===== src/rtl/game_ctrl_if.sv =====
// Game controller bus: buttons, generator handshake, sweep status and controller outputs.
// Also provides default screen-state codes when the codebase has not defined them.
`ifndef GAME_START
`define GAME_START 3'd0
`endif
`ifndef GAME_PLAY
`define GAME_PLAY 3'd1
`endif
`ifndef GAME_WIN
`define GAME_WIN 3'd2
`endif
`ifndef GAME_FAIL
`define GAME_FAIL 3'd3
`endif

interface game_ctrl_if #(
    parameter int unsigned CELLS = 64
);
    logic             start_button_i;
    logic             mid_button_i;
    logic             gen_done_i;
    logic [CELLS-1:0] mine_mask_i;
    logic [CELLS-1:0] map_shown_i;
    logic             play_end_fail_i;
    logic [2:0]       screen_state_o;
    logic             gen_req_o;
    logic             click_o;
    logic [9:0]       time_o;

    modport master (
        input  start_button_i, mid_button_i, gen_done_i,
        input  mine_mask_i, map_shown_i, play_end_fail_i,
        output screen_state_o, gen_req_o, click_o, time_o
    );

    modport slave (
        output start_button_i, mid_button_i, gen_done_i,
        output mine_mask_i, map_shown_i, play_end_fail_i,
        input  screen_state_o, gen_req_o, click_o, time_o
    );
endinterface


===== src/rtl/game_ctrl.sv =====
// Minesweeper game controller: start/generate/play/win/fail sequencing and click gating.
// Optional play timer enabled by defining GAME_TIMER_EN.
module game_ctrl #(
    parameter int unsigned TICK_DIV = 100000000,
    parameter int unsigned CELLS    = 64
) (
    input  logic          clk,
    input  logic          rst,
    game_ctrl_if.master   bus
);

    if (TICK_DIV < 2) begin : g_tick_div_check
        $error("game_ctrl: TICK_DIV must be at least 2");
    end

    typedef enum logic [2:0] {
        S_START = 3'd0,
        S_GEN   = 3'd1,
        S_PLAY  = 3'd2,
        S_WIN   = 3'd3,
        S_FAIL  = 3'd4
    } state_t;

    state_t           state_q;
    logic [2:0]       screen_q;
    logic             gen_req_q;
    logic             click_q;
    logic [CELLS-1:0] covered_c;
    logic             win_c;
    logic             abort_c;
    logic             gen_entry_c;

    // Board is won once every safe cell is revealed; an all-mine board can never be won.
    assign covered_c   = bus.map_shown_i | bus.mine_mask_i;
    assign win_c       = (&covered_c) && !(&bus.mine_mask_i);
    assign abort_c     = bus.start_button_i && !bus.play_end_fail_i && !win_c;
    assign gen_entry_c = (state_q == S_START) && bus.start_button_i;

    always_ff @(posedge clk) begin
        if (rst) begin
            state_q   <= S_START;
            screen_q  <= `GAME_START;
            gen_req_q <= 1'b0;
            click_q   <= 1'b0;
        end else begin
            gen_req_q <= 1'b0;
            click_q   <= 1'b0;
            case (state_q)
                S_START: begin
                    if (bus.start_button_i) begin
                        state_q   <= S_GEN;
                        gen_req_q <= 1'b1;
                    end
                end
                S_GEN: begin
                    if (bus.gen_done_i) begin
                        state_q  <= S_PLAY;
                        screen_q <= `GAME_PLAY;
                    end
                end
                S_PLAY: begin
                    // An abort drops a coincident click; fail/win outrank the abort.
                    click_q <= bus.mid_button_i && !abort_c;
                    if (bus.play_end_fail_i) begin
                        state_q  <= S_FAIL;
                        screen_q <= `GAME_FAIL;
                    end else if (win_c) begin
                        state_q  <= S_WIN;
                        screen_q <= `GAME_WIN;
                    end else if (bus.start_button_i) begin
                        state_q  <= S_START;
                        screen_q <= `GAME_START;
                    end
                end
                S_WIN, S_FAIL: begin
                    if (bus.start_button_i) begin
                        state_q  <= S_START;
                        screen_q <= `GAME_START;
                    end
                end
                default: begin
                    state_q  <= S_START;
                    screen_q <= `GAME_START;
                end
            endcase
        end
    end

    assign bus.screen_state_o = screen_q;
    assign bus.gen_req_o      = gen_req_q;
    assign bus.click_o        = click_q;

`ifdef GAME_TIMER_EN
    localparam int unsigned DIV_W    = $clog2(TICK_DIV);
    localparam int unsigned TIME_MAX = 999;

    logic [DIV_W-1:0] div_q;
    logic [9:0]       time_q;

    // Seconds timer runs only while playing and restarts with each new board.
    always_ff @(posedge clk) begin
        if (rst || gen_entry_c) begin
            div_q  <= '0;
            time_q <= '0;
        end else if (state_q == S_PLAY) begin
            if (div_q == DIV_W'(TICK_DIV - 1)) begin
                div_q <= '0;
                if (time_q != 10'(TIME_MAX)) begin
                    time_q <= time_q + 10'd1;
                end
            end else begin
                div_q <= div_q + DIV_W'(1);
            end
        end
    end

    assign bus.time_o = time_q;
`else
    logic unused_gen_entry;
    assign unused_gen_entry = gen_entry_c;
    assign bus.time_o       = 10'd0;
`endif

endmodule


===== src/flat_wrapper.sv =====
// flat-port wrapper written by rule: the top's interface ports become plain ports
module game_ctrl_flat 
#(
    parameter int unsigned TICK_DIV = 100000000,
    parameter int unsigned CELLS    = 64
)
  (clk, rst, bus_start_button_i, bus_mid_button_i, bus_gen_done_i, bus_mine_mask_i, bus_map_shown_i, bus_play_end_fail_i, bus_screen_state_o, bus_gen_req_o, bus_click_o, bus_time_o);
  game_ctrl_if #(.CELLS(CELLS)) bus_i ();
  input  logic clk;
  input  logic rst;
  input wire logic [$bits(bus_i.start_button_i)-1:0] bus_start_button_i;
  input wire logic [$bits(bus_i.mid_button_i)-1:0] bus_mid_button_i;
  input wire logic [$bits(bus_i.gen_done_i)-1:0] bus_gen_done_i;
  input wire logic [$bits(bus_i.mine_mask_i)-1:0] bus_mine_mask_i;
  input wire logic [$bits(bus_i.map_shown_i)-1:0] bus_map_shown_i;
  input wire logic [$bits(bus_i.play_end_fail_i)-1:0] bus_play_end_fail_i;
  output wire logic [$bits(bus_i.screen_state_o)-1:0] bus_screen_state_o;
  output wire logic [$bits(bus_i.gen_req_o)-1:0] bus_gen_req_o;
  output wire logic [$bits(bus_i.click_o)-1:0] bus_click_o;
  output wire logic [$bits(bus_i.time_o)-1:0] bus_time_o;
  assign bus_i.start_button_i = bus_start_button_i;
  assign bus_i.mid_button_i = bus_mid_button_i;
  assign bus_i.gen_done_i = bus_gen_done_i;
  assign bus_i.mine_mask_i = bus_mine_mask_i;
  assign bus_i.map_shown_i = bus_map_shown_i;
  assign bus_i.play_end_fail_i = bus_play_end_fail_i;
  assign bus_screen_state_o = bus_i.screen_state_o;
  assign bus_gen_req_o = bus_i.gen_req_o;
  assign bus_click_o = bus_i.click_o;
  assign bus_time_o = bus_i.time_o;
  game_ctrl #(.TICK_DIV(TICK_DIV), .CELLS(CELLS)) u_core (.clk(clk), .rst(rst), .bus(bus_i));
endmodule

===== config.mk =====
export PLATFORM = sky130hd
export DESIGN_NAME = game_ctrl_flat
export DESIGN_NICKNAME = d
export VERILOG_FILES = /design/src/rtl/game_ctrl_if.sv /design/src/rtl/game_ctrl.sv /design/src/flat_wrapper.sv
export SDC_FILE = /design/constraint.sdc
export NUM_CORES = 1
export LEC_CHECK = 0
export ABC_CLOCK_PERIOD_IN_PS = 1570
export BUFFER_PORTS_ARGS = -buffer_cell sky130_fd_sc_hd__buf_2
export CORE_ASPECT_RATIO = 1.25
export CORE_UTILIZATION = 30
export CTS_CLUSTER_SIZE = 14
export DETAILED_ROUTE_END_ITERATION = 6
export PLACE_DENSITY = 0.74
export SYNTH_ARGS = -nofsm -noshare
export SYNTH_HDL_FRONTEND = slang
export SYNTH_SLANG_ARGS = --single-unit

===== constraint.sdc =====
create_clock -name clk -period 1.57 [get_ports clk]
set_input_delay 0.2355 -clock clk [delete_from_list [all_inputs] [get_ports clk]]
set_output_delay 0.2355 -clock clk [all_outputs]
set_load 0.03 [all_outputs]

Yosys cells after proc, flatten, opt, wreduce, memory -nomap -nowiden
Index checks and enable logic that the tools add are counted.
W data, S select, Z words.
{ "word_totals": {"reg_bits": 8, "elab_cells": 41, "output_inout_bits": 15} }
{ "op_classes": {"n_reduce_logical": 16, "muxes": 12, "n_eq_ne": 6, "n_bitwise": 3} }
{ "op_table": {"columns": ["op", "n"], "rows": [
  ["$reduce_and A64 Y1", 2],
  ["$or A64 B64 Y64", 1],
  ["$mux W3", 9],
  ["$pmux W3 S4", 2],
  ["$eq A3 B2 Y1 const B", 2],
  ["$reduce_or A2 Y1", 3],
  ["$logic_and A1 B1 Y1", 4],
  ["$logic_not A1 Y1", 4],
  ["$ne A2 B2 Y1 const B", 2],
  ["$reduce_and A2 Y1", 2],
  ["$eq A3 B1 Y1 const B", 1],
  ["$eq A3 B3 Y1 const B", 1],
  ["$logic_not A3 Y1", 1],
  ["$not A1 Y1", 2],
  ["$mux W1", 1]
]} }

Logic depth before layout (Yosys ltp)
Gate-level depths: netlist (run 1).
{ "depth": {"ltp_word": 7, "depth_mapped": 6, "mapped_depth_nobuf": 5} }

Worst setup path before layout (run 1)
Ideal clock, no wire load.
{ "synth_timing": {"path_kind": "register -> register", "from": "register u_core.bus.screen_state_o[0] (netlist name)", "to": "register u_core.screen_q[0], in the netlist u_core.bus.screen_state_o[0]", "n_path_buf": 0, "setup_ps": 59, "required_time_ps": 1511, "arrival_ps": 1408, "stages_incl_launch_ff": 6, "setup_slack_ps": 103, "synth_period_minus_slack_ps": 1467, "path_cell_list": "dfxtp_1 -> inv_1 -> o221ai_1 -> a32oi_1 -> a2111oi_0 -> o31a_1"} }
{ "synth_lines": {"columns": ["item", "line", "rtl"], "rows": [
  ["to (signal assigned)", "game_ctrl.sv:42", "screen_q <= `GAME_START;"],
  ["to (signal assigned)", "game_ctrl.sv:58", "screen_q <= `GAME_PLAY;"],
  ["to (signal assigned)", "game_ctrl.sv:66", "screen_q <= `GAME_FAIL;"],
  ["to (decl)", "game_ctrl.sv:25", "logic [2:0] screen_q;"]
]} }

Final worst setup path (run 1)
{ "layout_timing": {"from": "register u_core.state_q[0]", "to": "register u_core.screen_q[1], in the netlist u_core.bus.screen_state_o[1]"} }
{ "layout_via": {"elab_chain_cells": 3, "word_cells_on_any_way": 10} }
{ "layout_rtl": {"columns": ["item", "line", "rtl"], "rows": [
  ["from (decl)", "game_ctrl.sv:24", "state_t state_q;"],
  ["from (signal assigned)", "game_ctrl.sv:41", "state_q <= S_START;"],
  ["from (signal assigned)", "game_ctrl.sv:51", "state_q <= S_GEN;"],
  ["from (signal assigned)", "game_ctrl.sv:57", "state_q <= S_PLAY;"],
  ["$eq A3 B2 Y1, or another cell as far along", "game_ctrl.sv:48", "case (state_q)"],
  ["$reduce_or A2 Y1, or another cell as far along", "game_ctrl.sv:48", null],
  ["$pmux W3 S4 / $reduce_and A2 Y1 (equally long branches)", null, null]
]} }
Parallel ways exist; a longest one is shown, timed or not.
A chain may end at the register's enable or synchronous reset.

==> results of run 1 <==
[state kept, by name (all words and copies together), names as in the netlist]
| signal | count |
|---|---|
| u_core.bus.click_o | 1 |
| u_core.bus.gen_req_o | 1 |
| u_core.bus.screen_state_o | 3 |
| u_core.state_q | 3 |
[stage by stage]
step / setup TNS, ns / utilization / std cells
6_report: 0 / 0.5697 / 406
4_1_cts: 0 / 0.5642 / 406
3_3_place_gp: -0.08337 / 0.5532 / 403
2_1_floorplan: 0 / - / 197
3_5_place_dp: -0.2582 / 0.5532 / 403
5_1_grt: -0.05735 / 0.5697 / 406
[final timing paths]
kind / endpoint / startpoint / slack, ns
max: u_core.bus.screen_state_o[1] / u_core.state_q[0] / 0.07
min: u_core.state_q[2] / rst / 0.25
max reg2reg: u_core.bus.screen_state_o[1] / u_core.state_q[0] / 0.07
min reg2reg: u_core.bus.screen_state_o[2] / u_core.bus.screen_state_o[2] / 0.45
[cell families (layout without fill, tap and decap cells)]
family | after synthesis | after routing | synth area share
AND/OR/NAND/NOR | 123 | 123 | 0.5720
AO/OA/AOI/OAI | 40 | 40 | 0.2165
buffers and inverters | 16 | 171 | 0.07954
flip-flops | 8 | 8 | 0.1289
other | 1 | 10 | 0.003018
[what timing repair did]
action	4_1_cts	5_1_grt
setup endpoints to repair	1	2
pin swaps	0	0
setup buffers	0	0
gates resized for setup	1	5
[cell usage after synthesis (all sizes together) (4+ instances only)]
| cell | instances | area, sq um |
|---|---|---|
| inv | 4 | 15.01 |
| o22ai | 22 | 137.6 |
| nor3 | 4 | 20.02 |
| nor2 | 40 | 152.6 |
| nor4 | 33 | 246.5 |
| buf | 11 | 80.07 |
| nand4 | 33 | 206.5 |
| a21oi | 4 | 20.02 |
| dfxtp | 8 | 160.2 |
[cell type report]
type,instances,area [sq um]
inverter,4,15.01
clock buffer,3,41.29
timing repair buffer,164,885.9
multi-input combinational,173,1040
fill,423,1669
sequential,8,160.2
tap,54,67.56
[critical path: cells and delay by family (launching register included)]
family,cells,cell delay [ns]
compound gates,3,0.32
flops,1,0.42
simple gates,2,0.35
buf+inv,2,0.28
[power breakdown]
group / internal (W) / switching (W)
registers: 0.000217 / 0.0000120
logic: 0.000278 / 0.000317
clock network: 0.000165 / 0.0000743
total: 0.000660 / 0.000403
[routing by layer]
metal	share of wire	track usage
met1	0.40	0.3884
met2	0.49	0.5156
met3	0.10	0.04000
met4	0.0060	0.05168
met5	0	0
==> run_results.csv, run 1 <==
group,metric,value,unit
status,status,"complete, no violations",
place,dpl_cell_area,2146,sq um
clock_tree,h-tree-depth,1,
drt,vias,2286,
job,cap_viol_max_count,0,
layout,layout-drive-gt1-share,0.5085,
worst_setup_path,crit_type,"reg -> reg",
worst_setup_path,cp_common_cell,"buf_4",
drt,first_pass_iters,5,
clock_tree,cts_hold_buf,0,
floorplanning,start_util,0.3203,
global_routing,grt_max_degree,8,
synthesis,synth_edf_count,0,
power,ir_drop,0.3531,mV
layout,area_growth_syn_to_layout,77.84,%
layout,fin_area,2210,sq um
worst_setup_path,endpoint_kind,"flop",
timing,fin_skew,0.002220,ns
global_routing,grt_pass1_wl,9811,microns
global_routing,grt_pass1_vias,2070,
layout,layout.nets,488,
synthesis,ys.warnings.count,0,
clock_tree,ctsLongestPathBuffers,2,
timing,setup_viol_count_final,0,
clock_tree,cts_tree,"yes",
floorplanning,dieArea,4404,sq um
drt,avgRoutedWirePerCell,16.54,microns
worst_setup_path,critPathArrivalTime,1.60,ns
global_routing,antenna_found_initial,0,
place,preCtsSetupSlack,-0.07026,ns
worst_setup_path,worst_r2r_path_depth,7,
floorplanning,die_x,59.56,microns
clock_tree,path_clk_slew,0.04,ns
worst_setup_path,critPathRequiredTime,1.67,ns
clock_tree,numCtsBuffers,3,
layout,antennaDiodeCount,0,
synthesis,synthArstFlopShare,0,
power,leakagePower,1.027,nW
timing,min_period,1.496,ns
power,finalPower,0.001063,W
floorplanning,die_h,73.95,microns
timing,fin_ws,0.07361,ns
floorplanning,std_cell_rows,25,
timing,finalHoldViolations,0,
drt,vias_per_cell,5.631,
clock_tree,insertion_delay,0.22,ns
floorplanning,core,3879,sq um
drt,ant_nets,0,
floorplanning,ios,149,
synthesis,syn-cell-area,1242,sq um
place,place_hpwl,5926,microns
synthesis,synth_seq_area_share,0.1289,
drt,wirelength,6714,microns
min_path,hold_path_depth,2,
timing,fin_hold_ws,0.2530,ns
layout,layout_commonest_cell,"buf_2",
min_path,hp-class,"in -> reg",
global_routing,overflow,0,
layout,mostFrequentLayoutCells,"buf_2 (138), nor2_1 (38), nand4_1 (33)",
power,cellPowerDensity,480.9,nW/um^2
worst_setup_path,critPathMaxStageDelay,0.42,ns
worst_setup_path,cp-start-kind,"flop",
synthesis,syn_inst,188,
synthesis,synth-seq-cells,8,
drt,drt-initial-drc-count,218,
clock_tree,clock-root-buffer,"clkbuf_8",
synthesis,synthFlopType,"dfxtp_1",
drt,remaining_drc_errors,0,
synthesis,avgSynthCellArea,6.609,sq um
timing,report.final.slew_viol_count,0,
global_routing,grtUsageTotal,0.2950,
timing,period_share,0.9531,
place,port_buffers,138,
timing,clock.fmax,668.3,MHz
clock_tree,cts.sinks,8,
synthesis,synth_cell_types,35,
worst_setup_path,crit_fanout,7,
place,place.gp.congestion,0.9263,
worst_setup_path,cpMaxStageDelayCell,"dfxtp_1",
worst_setup_path,worstPathCellList,"buf_4 > buf_4 > a21oi_1 > nor3_1 > nor3_2 > a32oi_1 > o31ai_1",
(Power assumes the default switching activity.)
==> run 2: changes to the inputs <==
--- a/config.mk
+++ b/config.mk
@@ -5,13 +5,13 @@
 export SDC_FILE = /design/constraint.sdc
 export NUM_CORES = 1
 export LEC_CHECK = 0
-export ABC_CLOCK_PERIOD_IN_PS = 1570
+export ABC_CLOCK_PERIOD_IN_PS = 1300
 export BUFFER_PORTS_ARGS = -buffer_cell sky130_fd_sc_hd__buf_2
 export CORE_ASPECT_RATIO = 1.25
 export CORE_UTILIZATION = 30
 export CTS_CLUSTER_SIZE = 14
 export DETAILED_ROUTE_END_ITERATION = 6
-export PLACE_DENSITY = 0.74
+export PLACE_DENSITY = 0.77
 export SYNTH_ARGS = -nofsm -noshare
 export SYNTH_HDL_FRONTEND = slang
 export SYNTH_SLANG_ARGS = --single-unit
==> constraint.sdc (replaced) <==
create_clock -name clk -period 1.3 [get_ports clk]
set_input_delay 0.26 -clock clk [delete_from_list [all_inputs] [get_ports clk]]
set_output_delay 0.26 -clock clk [all_outputs]
set_load 0.03 [all_outputs]
==> run_results.csv, run 2 (same netlist as run 1, synthesis figures left out) <==
group,metric,value,unit
place,dp.cells,406,
timing,period_share,1.080,
floorplanning,die_x,59.56,microns
timing,report.final.slew_viol_count,0,
timing,fin_ws,-0.1046,ns
clock_tree,cts_hold_buf,0,
clock_tree,numCtsBuffers,3,
power,p_sw,0.0006282,W
power,cellPowerDensity,535.4,nW/um^2
timing,rsz0062_at_grt,"true",
timing,setup_viol_count_final,5,
power,pwr-share-comb,0.639,
worst_setup_path,crit_type,"reg -> reg",
timing,fin_setup_tns,-0.2623,ns
power,ir_drop,0.2721,mV
clock_tree,clock-root-buffer,"clkbuf_8",
status,status,"finished, violations left",
clock_tree,cts_tree,"yes",
drt,avgRoutedWirePerCell,19.94,microns
floorplanning,start_util,0.3203,
power,clockPowerShare,0.187,
place,place_hpwl,6128,microns
layout,mostFrequentLayoutCells,"buf_2 (86), buf_4 (45), nand4_1 (33)",
power,p_seq_frac,0.174,
layout,area_growth_syn_to_layout,141.8,%
layout,fillers,290,
floorplanning,ios,149,
job,cap_viol_max_count,0,
drt,ant_nets,0,
clock_tree,path_clk_slew,0.04,ns
timing,clock.fmax,712.0,MHz
drt,drt-initial-drc-count,162,
clock_tree,insertion_delay,0.23,ns
floorplanning,dieArea,4404,sq um
worst_setup_path,crit_fanout,6,
global_routing,grtUsageTotal,0.3298,
drt,first_pass_iters,5,
place,preCtsSetupSlack,-0.3574,ns
drt,vias_per_cell,6.175,
worst_setup_path,critPathRequiredTime,1.42,ns
worst_setup_path,endpoint_kind,"flop",
clock_tree,h-tree-depth,1,
floorplanning,core,3879,sq um
layout,final-instance-count-excl-fill,411,
layout,post-route-util,0.7745,
min_path,hp-class,"in -> reg",
power,switching_share,0.3906,
worst_setup_path,cp-start-kind,"flop",
status,violations,"negative setup slack",
floorplanning,std_cell_rows,25,
global_routing,grt_max_degree,8,
layout,antennaDiodeCount,0,
layout,layout.nets,493,
timing,finalHoldViolations,0,
floorplanning,die_h,73.95,microns
global_routing,overflow,0,
place,place.gp.congestion,0.9673,
global_routing,antenna_found_initial,0,
drt,vias,2538,
drt,remaining_drc_errors,0,
power,power.internal,0.0009801,W
clock_tree,ctsLongestPathBuffers,2,
timing,min_period,1.405,ns
place,port_buffers,138,
layout,layout_commonest_cell,"buf_2",
clock_tree,cts.sinks,8,
global_routing,grt_pass1_wl,10780,microns
timing,fin_skew,0.002461,ns
global_routing,grt_pass1_vias,2377,
drt,wirelength,8194,microns
layout,layout-drive-gt1-share,0.7003,
worst_setup_path,critPathArrivalTime,1.52,ns
power,leakagePower,1.221,nW
==> run 2: changes by cell type in the layout (fill, tap and decap cells not counted), sizes merged <==
cell,previous run,this run
buf,164,169
==> run 2: critical path, stage by stage, from the launching register on <==
cell,delay (ns)
dfxtp_4,0.37
nand3b_1,0.16
o221ai_2,0.12
a32oi_2,0.27
inv_1,0.08
o31a_1,0.29
==> run 2: cell type report <==
class / count / area [sq um] / share of cell area
Inverter: 4 / 15.01 / 0.004998
Clock buffer: 3 / 41.29 / 0.01374
Timing Repair Buffer: 169 / 1226 / 0.4082
Tap cell: 54 / 67.56 / 0.02249
Multi-Input combinational cell: 173 / 1488 / 0.4952
Sequential cell: 8 / 166.4 / 0.05539
==> run 2: repair_timing <==
action	4_1_cts	5_1_grt
endpoints found under the setup margin	6	6
pin swaps	27	20
setup buffers	1	2
gates cloned	0	0
endpoints found under the hold margin	0	0
gates resized for setup	77	83
==> run 2: final timing paths <==
path,depth (start not counted),slack (ns),from,end
setup / recovery,5,-0.10,u_core.state_q[0],u_core.bus.screen_state_o[0]
hold / removal,2,0.30,rst,u_core.state_q[2]
setup reg to reg,5,-0.10,u_core.state_q[0],u_core.bus.screen_state_o[0]
hold reg to reg,2,0.47,u_core.bus.screen_state_o[2],u_core.bus.screen_state_o[2]
==> run 2: per-layer routing <==
| layer | track usage | vias up | wire length, microns |
|---|---|---|---|
| met4 | 0.1705 | 0 | 398 |
| met2 | 0.6092 | 205 | 4352 |
| met3 | 0.05391 | 45 | 779 |
| li1 | - | 1112 | - |
| met5 | 0 | - | 0 |
| met1 | 0.3551 | 1176 | 2664 |
==> run 2: per-stage QoR <==
step                total power (W)  area, sq um  hold WS [ns]
floorplan                 0.0005822         1334        0.3368
detailed placement        0.0009924         2226        0.4553
CTS                        0.001415         2595        0.2782
finish                     0.001608         3004        0.3002
global route               0.001676         3004        0.3064
global placement          0.0009953         2226        0.4578
==> run 2: power groups by stage <==
stage               registers, W  logic (W)  clock network [W]
global placement        0.000280   0.000715                  0
detailed placement      0.000280   0.000712                  0
finish                  0.000280    0.00103           0.000301
global route            0.000281    0.00108           0.000317
CTS                     0.000277   0.000836           0.000301
floorplan               0.000289   0.000293                  0
